<file path="src/rtl/alarme_kdn_if.sv">
// alarme_kdn_if: button/control inputs and indicator outputs of the K-of-N alarm.
// master drives buttons and controls; slave (the alarm core) drives status outputs.
interface alarme_kdn_if #(
    parameter int N_BOTOES = 3
) ();
    logic [N_BOTOES-1:0]         botoes;
    logic                        armar;
    logic                        desarmar;
    logic                        ack;
    logic [$clog2(N_BOTOES+1)-1:0] contagem;
    logic [1:0]                  estado;
    logic                        led;
    logic                        sirene;

    modport master (
        output botoes, armar, desarmar, ack,
        input  contagem, estado, led, sirene
    );

    modport slave (
        input  botoes, armar, desarmar, ack,
        output contagem, estado, led, sirene
    );
endinterface

</file>
<file path="src/rtl/alarme_kdn.sv">
// alarme_kdn: K-of-N voting alarm. Raw buttons are synchronised, debounced and
// counted; when armed and at least K_MIN buttons are held, an entry delay runs
// and then the alarm latches until acknowledged (trigger false) or disarmed.
// Optional macro ALARME_PISCA_EN: LED blinks with half-period PISCA_CICLOS in ALARME.
module alarme_kdn #(
    parameter int N_BOTOES      = 3,
    parameter int K_MIN         = 2,
    parameter int DEB_CICLOS    = 4,
    parameter int ATRASO_CICLOS = 8,
    parameter int PISCA_CICLOS  = 4
) (
    input  logic         clk,
    input  logic         rst,
    alarme_kdn_if.slave  bus
);

    localparam int CW = $clog2(N_BOTOES + 1);
    localparam int DW = $clog2(DEB_CICLOS + 1);
    localparam int TW = (ATRASO_CICLOS > 1) ? $clog2(ATRASO_CICLOS) : 1;

    localparam logic [DW-1:0] DEB_FIM    = DW'(DEB_CICLOS - 1);
    localparam logic [TW-1:0] ATRASO_INI = TW'(ATRASO_CICLOS - 1);
    localparam logic [CW-1:0] K_LIM      = CW'(K_MIN);

    typedef enum logic [1:0] {
        DESARMADO  = 2'd0,
        ARMADO     = 2'd1,
        PRE_ALARME = 2'd2,
        ALARME     = 2'd3
    } estado_t;

    logic [N_BOTOES-1:0] sync1_q, sync1_d;
    logic [N_BOTOES-1:0] sync2_q, sync2_d;
    logic [N_BOTOES-1:0] deb_q, deb_d;
    logic [DW-1:0]       deb_cnt_q [N_BOTOES];
    logic [DW-1:0]       deb_cnt_d [N_BOTOES];

    logic [CW-1:0]       contagem_q, contagem_d;
    estado_t             estado_q, estado_d;
    logic [TW-1:0]       timer_q, timer_d;
    logic                led_q, led_d;
    logic                sirene_q, sirene_d;
    logic                gatilho;

`ifdef ALARME_PISCA_EN
    localparam int BW = (PISCA_CICLOS > 1) ? $clog2(PISCA_CICLOS) : 1;
    localparam logic [BW-1:0] PISCA_FIM = BW'(PISCA_CICLOS - 1);
    logic [BW-1:0]       pisca_q, pisca_d;
`endif

    // Synchroniser shift and per-input debounce counters
    always_comb begin
        sync1_d = bus.botoes;
        sync2_d = sync1_q;
        deb_d   = deb_q;
        for (int unsigned i = 0; i < N_BOTOES; i++) begin
            deb_cnt_d[i] = '0;
            if (sync2_q[i] != deb_q[i]) begin
                if (deb_cnt_q[i] == DEB_FIM) begin
                    deb_d[i] = ~deb_q[i];
                end else begin
                    deb_cnt_d[i] = deb_cnt_q[i] + DW'(1);
                end
            end
        end
    end

    // Popcount of debounced buttons; cannot exceed N_BOTOES so never wraps
    always_comb begin
        contagem_d = '0;
        for (int unsigned i = 0; i < N_BOTOES; i++) begin
            contagem_d = contagem_d + CW'(deb_q[i]);
        end
    end

    assign gatilho = (contagem_q >= K_LIM);

    // Input path registers
    always_ff @(posedge clk) begin
        if (rst) begin
            sync1_q    <= '0;
            sync2_q    <= '0;
            deb_q      <= '0;
            contagem_q <= '0;
            for (int unsigned i = 0; i < N_BOTOES; i++) begin
                deb_cnt_q[i] <= '0;
            end
        end else begin
            sync1_q    <= sync1_d;
            sync2_q    <= sync2_d;
            deb_q      <= deb_d;
            contagem_q <= contagem_d;
            for (int unsigned i = 0; i < N_BOTOES; i++) begin
                deb_cnt_q[i] <= deb_cnt_d[i];
            end
        end
    end

    // FSM state and entry-delay timer registers
    always_ff @(posedge clk) begin
        if (rst) begin
            estado_q <= DESARMADO;
            timer_q  <= '0;
        end else begin
            estado_q <= estado_d;
            timer_q  <= timer_d;
        end
    end

    // Next state: desarmar has priority over everything else
    always_comb begin
        estado_d = estado_q;
        timer_d  = timer_q;
        if (bus.desarmar) begin
            estado_d = DESARMADO;
            timer_d  = '0;
        end else begin
            case (estado_q)
                DESARMADO: begin
                    if (bus.armar) estado_d = ARMADO;
                end
                ARMADO: begin
                    if (gatilho) begin
                        estado_d = PRE_ALARME;
                        timer_d  = ATRASO_INI;
                    end
                end
                PRE_ALARME: begin
                    if (timer_q == '0) estado_d = ALARME;
                    else               timer_d  = timer_q - TW'(1);
                end
                ALARME: begin
                    if (bus.ack && !gatilho) estado_d = ARMADO;
                end
                default: estado_d = DESARMADO;
            endcase
        end
    end

    // Outputs decoded from the next state so they move on the same edge as estado
    always_comb begin
        sirene_d = (estado_d == ALARME);
`ifdef ALARME_PISCA_EN
        pisca_d = '0;
        if (estado_d == ALARME) begin
            if (estado_q != ALARME) begin
                led_d = 1'b1;
            end else if (pisca_q == PISCA_FIM) begin
                led_d = ~led_q;
            end else begin
                led_d   = led_q;
                pisca_d = pisca_q + BW'(1);
            end
        end else begin
            led_d = (estado_d == PRE_ALARME);
        end
`else
        led_d = (estado_d == PRE_ALARME) || (estado_d == ALARME);
`endif
    end

    // Output registers
    always_ff @(posedge clk) begin
        if (rst) begin
            led_q    <= 1'b0;
            sirene_q <= 1'b0;
`ifdef ALARME_PISCA_EN
            pisca_q  <= '0;
`endif
        end else begin
            led_q    <= led_d;
            sirene_q <= sirene_d;
`ifdef ALARME_PISCA_EN
            pisca_q  <= pisca_d;
`endif
        end
    end

    assign bus.contagem = contagem_q;
    assign bus.estado   = estado_q;
    assign bus.led      = led_q;
    assign bus.sirene   = sirene_q;

endmodule

</file>
<file path="src/flat_wrapper.sv">
// flat-port wrapper written by rule: the top's interface ports become plain ports
module alarme_kdn_flat 
#(
    parameter int N_BOTOES      = 3,
    parameter int K_MIN         = 2,
    parameter int DEB_CICLOS    = 4,
    parameter int ATRASO_CICLOS = 8,
    parameter int PISCA_CICLOS  = 4
)
  (clk, rst, bus_botoes, bus_armar, bus_desarmar, bus_ack, bus_contagem, bus_estado, bus_led, bus_sirene);
  alarme_kdn_if #(.N_BOTOES(N_BOTOES)) bus_i ();
  input  logic clk;
  input  logic rst;
  input wire logic [$bits(bus_i.botoes)-1:0] bus_botoes;
  input wire logic [$bits(bus_i.armar)-1:0] bus_armar;
  input wire logic [$bits(bus_i.desarmar)-1:0] bus_desarmar;
  input wire logic [$bits(bus_i.ack)-1:0] bus_ack;
  output wire logic [$bits(bus_i.contagem)-1:0] bus_contagem;
  output wire logic [$bits(bus_i.estado)-1:0] bus_estado;
  output wire logic [$bits(bus_i.led)-1:0] bus_led;
  output wire logic [$bits(bus_i.sirene)-1:0] bus_sirene;
  assign bus_i.botoes = bus_botoes;
  assign bus_i.armar = bus_armar;
  assign bus_i.desarmar = bus_desarmar;
  assign bus_i.ack = bus_ack;
  assign bus_contagem = bus_i.contagem;
  assign bus_estado = bus_i.estado;
  assign bus_led = bus_i.led;
  assign bus_sirene = bus_i.sirene;
  alarme_kdn #(.N_BOTOES(N_BOTOES), .K_MIN(K_MIN), .DEB_CICLOS(DEB_CICLOS), .ATRASO_CICLOS(ATRASO_CICLOS), .PISCA_CICLOS(PISCA_CICLOS)) u_core (.clk(clk), .rst(rst), .bus(bus_i));
endmodule
</file>
<file path="config.mk">
export PLATFORM = sky130hd
export DESIGN_NAME = alarme_kdn_flat
export DESIGN_NICKNAME = d
export VERILOG_FILES = /design/src/rtl/alarme_kdn_if.sv /design/src/rtl/alarme_kdn.sv /design/src/flat_wrapper.sv
export SDC_FILE = /design/constraint.sdc
export NUM_CORES = 1
export LEC_CHECK = 0
export ABC_AREA = 1
export BUFFER_PORTS_ARGS = -buffer_cell sky130_fd_sc_hd__buf_2
export CAP_MARGIN = 20
export CORE_ASPECT_RATIO = 1.25
export CORE_MARGIN = 3
export CORE_UTILIZATION = 25
export CTS_CLUSTER_DIAMETER = 200
export DETAILED_ROUTE_END_ITERATION = 10
export GPL_TIMING_DRIVEN = 1
export SYNTH_ARGS = -nofsm -noshare
export SYNTH_HDL_FRONTEND = slang
export SYNTH_SLANG_ARGS = --single-unit
</file>
<file path="constraint.sdc">
create_clock -name clk -period 1.4 [get_ports clk]
set_clock_uncertainty 0.2 [all_clocks]
set_input_delay 0.21 -clock clk [delete_from_list [all_inputs] [get_ports clk]]
set_output_delay 0.21 -clock clk [all_outputs]
set_load 0.01 [all_outputs]
</file>
[After elaboration in Yosys (flattened, before gate mapping)]
Memories as Yosys holds them, arrays and structs flattened.
Cells that the tools add are included.
Storage, ports and cells
  bits in read-only memories: 0
  input port bits: 8
  output and inout bits: 6
  memory bits (writable): 9
  word-level logic and storage cells: 69
  bits in registers: 18
  latch bits: 0
  memories kept: 1
Operators by class
  $add $sub $neg: 6
  divide/modulo/power cells: 0
  equality and inequality tests: 13
  shift operators: 0
  reduce and logical (&&, ||, !) cells: 11
  bitwise operators: 6
  magnitude comparators: 1
  $mul: 0
  multiplexer cells: 21
Memories
  u_core.deb_cnt_q: words 3, bits a word 3, read ports 3, clocked after Yosys merged registers in 0, wr ports 3, RTL line alarme_kdn.sv:35  | logic [DW-1:0] deb_cnt_q [N_BOTOES];
Operators by type and width (count)
  3-bit two-way mux: 11
  2-bit two-way mux: 5
  3-bit by 1-bit adder with 3-bit output, second input constant: 3
  3-bit by 2-bit == test with 1-bit output, second input constant: 3
  2-bit == test, second input constant: 4
  2-bit one-hot mux with 4 select lines: 1
  3-bit one-hot mux with 2 select lines: 1
  2-bit AND reduction: 3
  3-bit zero test: 1
  1-bit two-way mux: 3
  1-bit != test: 3
  1-bit NOT: 3
  1-bit bitwise OR: 3
  3-bit AND reduction: 1
  3-bit by 1-bit subtractor with 3-bit output, second input constant: 1
  1-bit by 1-bit adder with 2-bit output: 1
  2-bit by 1-bit adder with 2-bit output: 1
  2-bit by 1-bit == test with 1-bit output, second input constant: 1
  2-bit >= comparator, second input constant: 1
  2-bit zero test: 1
  2-bit by 1-bit != test with 1-bit output, second input constant: 1
  2-bit != test, second input constant: 1
  2-bit nonzero test: 1
  2-bit OR reduction: 1
  3 further kinds: 3

[Logic depth before layout (Yosys ltp)]
  depth in word-level cells: 8
  depth in mapped cells: 8
  mapped depth without buffers: 8

[Worst setup path before layout]
No wires, ideal clock.
  kind: reg2reg
  start: register u_core.estado_q[1], in the netlist u_core.bus.estado[1]
  end: register u_core.timer_q[0]
  data required time: 1.087 ns
  period minus slack after synthesis: 1.513 ns
  setup time: 0.113 ns
  data arrival time: 1.200 ns
  slack: -0.113 ns
  buffers on the path: 0
  cell stages (with the launch flop): 8
  cell sequence: dfxtp_1 > inv_1 > ha_1 > inv_1 > a21oi_1 > nand3b_1 > nand2_1 > nor2_1
Between the ends
  longest elaborated chain between the ends: 3
  elaborated cells between the ends (all ways): 7
  classes of those cells: eq/ne: 4; mux: 1; reduce/logical: 2
Ends and longest elaborated chain
  start, declared: RTL line alarme_kdn.sv:39  | estado_t estado_q, estado_d;
  start signal, assigned: RTL line alarme_kdn.sv:105  | estado_q <= estado_d;
  2-bit == test / 2-bit by 1-bit == test with 1-bit output (equally long branches): RTL line alarme_kdn.sv:118  | case (estado_q)
  2-bit != test (no line) (tied with other cells)
  3-bit AND reduction (no line)
  end signal, assigned: RTL line alarme_kdn.sv:106  | timer_q <= timer_d;
  end, declared: RTL line alarme_kdn.sv:40  | logic [TW-1:0] timer_q, timer_d;
Several ways; a longest one is shown, not always the timed one.
A chain may end at the register's enable or synchronous reset.

[Worst setup path after layout]
  start: register u_core.estado_q[1], in the netlist u_core.bus.estado[1]
  end: register u_core.led_q, in the netlist u_core.bus.led
Between the ends
  longest elaborated chain between the ends: 5
  elaborated cells between the ends (all ways): 13
  classes of those cells: eq/ne: 5; mux: 6; reduce/logical: 2
Ends and longest elaborated chain
  2-bit == test (tied with other cells): RTL line alarme_kdn.sv:118
  2-bit one-hot mux with 4 select lines *: RTL line alarme_kdn.sv:118
  2-bit two-way mux *: RTL line alarme_kdn.sv:114  | if (bus.desarmar) begin
  2-bit == test: RTL line alarme_kdn.sv:158  | led_d = (estado_d == PRE_ALARME) || (estado_d == ALARME);
  1-bit logical OR *: RTL line alarme_kdn.sv:158
  end signal, assigned: RTL line alarme_kdn.sv:171  | led_q <= led_d;
  end, declared: RTL line alarme_kdn.sv:41  | logic led_q, led_d;
Mark *: on every way between the ends. The rest lies on a longest branch, timed or not.

==> results.txt <==
- Detailed placement finished with a half-perimeter wire length of 1.35 mm.
- Cells after Synth: 143
- The worst register-to-register path has a depth of 6.
- VDD sags by at most 357 uV.
- Of all nets on the critical path, the largest fanout is 6.
- Once detail routing completed, the nets flagged for antenna violations numbered 0.
* Most numerous cell on the critical path: sky130_fd_sc_hd__nor2_1
- For this run, design rule violations remaining after detail routing come to 0.
* Cell total after placement: 213
- TritonCTS sink count: 27
- The critical path goes through buf_4, ha_4, nor2_1, nand3_2, nand2_2, nor2_1.
- First-pass DRT Iterations: 2
* Cell row count: 26
- Number of warning messages in the yosys log: 0
- From left edge to right edge, the die measures 66.7 um.
- Summing all placed instances gives a cell area of 1300 um2.
- The first global-routing pass estimated 3.16 mm of wire.
* Syn Area/Cell: 8.05 um2
- Data arrives at the worst endpoint at 1.34 ns.
- The critical path is of the flop to flop type.
* P per Cell Area: 930 nW/um2
- Vias in the first global route: 805
* Library cell used as clock root buffer: sky130_fd_sc_hd__clkbuf_8
- Overall die height: 81.9 um
* Clock tree from TritonCTS: built
* Total wire length: 1.87 mm
* Post-route insts no fill: 224
- Sequential-to-total area share from yosys stat: 47.0%
- The tool flagged a number of max-cap violations equal to 0.
* Via-to-Cell Ratio: 4.04
- Worst Max-Slew Pin Slew: 0.278 ns
- Final design area excluding fillers: 1470 um2
- Clock Tree Buf Depth: 2
* Hold-critical path depth: 4
* Highest Clock Rate: 726 MHz
* Fraction of final layout cells sized beyond drive strength 1: 24.4%
- Final cell utilization of the core: 34.6%
- Post-layout min period: 1.38 ns
* Number of distinct library cells after synthesis: 17
- Entering global routing, the biggest net connects 15 pins.
* Mapped Nets: 164
- Worst hold-check path type: input pin to flop
* Number of hold violations in the final report: 0
- Setup Viol. Count Final: 0
- Relative slew slack: 81.4%
* Final weighted congestion of routability-driven global placement: 0.703
* RSZ-0062 raised after global routing: true
* CP max stage delay: 0.37 ns
* Antenna Diode Count: 0
* Total GRT Usage: 7.47%
- DR vias: 905
- Compared with the post-synthesis result, the final layout area differs by 28.0%.
- Number of antenna violations at the first check in global routing: 0
- GRT Residual Overflow: 0
* #FFs+latches synth: 27
- Number of nets at the end of the flow: 190
* Crit path max-delay cell type: sky130_fd_sc_hd__dfxtp_4
- For this design the top-level I/O count stands at 14.
- After detailed routing, the average wire length per cell comes to 8.34 um.
- Of the available clock period, the critical path in the final layout requires 98.3%.
- Input and output buffers added on the ports amount to 13.
* Number of pins exceeding their max-slew limit in the final report: 0
- Critical Path RT: 1.36 ns
- Hold timing on the final database bottoms out at a slack of 0.0124 ns.
- The analysis attributes to cell leakage a power of 0.670 nW.
- DRC marker count from the first detailed-route iteration: 34
- Deepest level of the CTS H-tree: 1
- Clock-pin slew was measured on the worst setup and hold paths at 0.09 ns.
- STA classifies the critical path endpoint as a flop.
- Floorplan die area: 5460 um2
- CTS Buf Count: 3
- Kind of launch point of the worst setup path: flop
* Combined area of all synthesized cells: 1150 um2
- Count of fill cells added during filler insertion: 457
- Status: finished, final reports clean
* Clock latency on the worst-skew pair: 0.26 ns
* Core Footprint: 4260 um2
- Initial Util: 27.0%
-- layer usage --
metal / up-vias / routed length (um) / GRT usage [%]
met2: 13 / 919 / 13.1
met5: - / 0 / 0
met4: 0 / 37 / 4.27
met1: 400 / 845 / 8.19
li1: 488 / - / -
met3: 4 / 67 / 1.64
-- power by group --
group          internal [W]  leakage, nW  switching (W)  total [W]
clock network      0.000203       0.0228       0.000224   0.000427
registers          0.000784        0.221      0.0000109   0.000795
logic             0.0000683        0.426      0.0000794   0.000148
-- worst paths after layout --
check	start	to	slack [ns]
setup / recovery	u_core.bus.estado[1]$_SDFF_PP0_	u_core.bus.led$_SDFF_PP0_	0.02
hold / removal	bus_desarmar	u_core.bus.estado[1]$_SDFF_PP0_	0.01
setup reg to reg	u_core.bus.estado[1]$_SDFF_PP0_	u_core.bus.led$_SDFF_PP0_	0.02
hold reg to reg	u_core.sync1_q[2]$_SDFF_PP0_	u_core.sync2_q[2]$_SDFF_PP0_	0.20
-- placed cells by master, fill, tap and decap left out, types with 3 or more instances in the layout --
master,n
sky130_fd_sc_hd__buf_4,6
sky130_fd_sc_hd__dlygate4sd3_1,3
sky130_fd_sc_hd__clkbuf_8,3
sky130_fd_sc_hd__o21ai_0,3
sky130_fd_sc_hd__inv_1,26
sky130_fd_sc_hd__ha_1,9
sky130_fd_sc_hd__dfxtp_1,24
sky130_fd_sc_hd__nand2_1,14
sky130_fd_sc_hd__nand3_1,3
sky130_fd_sc_hd__nand2_2,4
sky130_fd_sc_hd__buf_2,13
sky130_fd_sc_hd__nor2_1,31
sky130_fd_sc_hd__o211ai_1,3
sky130_fd_sc_hd__a21oi_1,5
-- sequential cells by signal, summed over array words and instances (netlist names) --
register and flops:
u_core.timer_q 3, u_core.bus.led 1, u_core.deb_cnt_q 9, u_core.bus.sirene 1
u_core.bus.contagem 2, u_core.bus.estado 2, u_core.deb_q 3, u_core.sync2_q 3
u_core.sync1_q 3
-- synthesized netlist by cell type --
| master | count | area share (%) |
|---|---|---|
| sky130_fd_sc_hd__nand3b_1 | 2 | 1.3 |
| sky130_fd_sc_hd__inv_2 | 1 | 0.33 |
| sky130_fd_sc_hd__nand3_1 | 4 | 1.7 |
| sky130_fd_sc_hd__nor2_2 | 1 | 0.54 |
| sky130_fd_sc_hd__fa_1 | 1 | 1.7 |
| sky130_fd_sc_hd__o21ai_0 | 4 | 1.7 |
| sky130_fd_sc_hd__a21oi_1 | 6 | 2.6 |
| sky130_fd_sc_hd__dfxtp_1 | 27 | 47 |
| sky130_fd_sc_hd__nand2_1 | 16 | 5.2 |
| sky130_fd_sc_hd__inv_1 | 29 | 9.5 |
| sky130_fd_sc_hd__buf_2 | 1 | 0.43 |
| sky130_fd_sc_hd__ha_1 | 12 | 13 |
| sky130_fd_sc_hd__nand2_2 | 2 | 1.1 |
| sky130_fd_sc_hd__a31oi_1 | 1 | 0.54 |
| sky130_fd_sc_hd__nand3_2 | 1 | 0.87 |
| sky130_fd_sc_hd__nor2_1 | 32 | 10 |
| sky130_fd_sc_hd__o211ai_1 | 3 | 2.0 |
-- area by class of cell --
class	count	area [um2]	share of cell area, %
repair buffers	22	140	9.51
flip-flops and latches	27	549	37.3
well taps	56	70.1	4.75
multi-input cells	85	552	37.4
clock buffers	4	45.0	3.06
inverters	30	118	7.98
-- repair_timing --
item	in CTS	in global routing
endpoints found under the setup margin	7	7
endpoints found under the hold margin	3	0
hold buffers	3	0
setup buffers	1	3
pin swaps	0	8
gates resized for setup	6	13
-- logic make-up (layout without fill, tap and decap cells) --
logic type	after synthesis	in the layout	synth area share, %
buf+inv	31	56	10.2
flops	27	27	47.0
compound gates	14	14	6.85
simple gates	58	58	21.2
fa+ha+maj	13	13	14.8
-- through the flow --
| stage | setup slack, ns | TNS [ns] | total power [W] |
|---|---|---|---|
| after floorplan | 0.0218 | 0 | 0.000892 |
| after global placement | -0.0414 | -0.122 | 0.000927 |
| after detailed placement | -0.0403 | -0.136 | 0.000927 |
| after CTS | 0.0201 | 0 | 0.00138 |
| after global routing | -0.0406 | -0.210 | 0.00144 |
| final | 0.0231 | 0 | 0.00137 |
-- critical path: cells and delay by family, from the launching register on --
family	cells	cell delay (ns)
buffers and inverters	1	0.14
DFF	1	0.37
adders and majority gates	1	0.18
and+or+nand+nor	4	0.37
No activity file was read; power rests on OpenSTA's default activity.
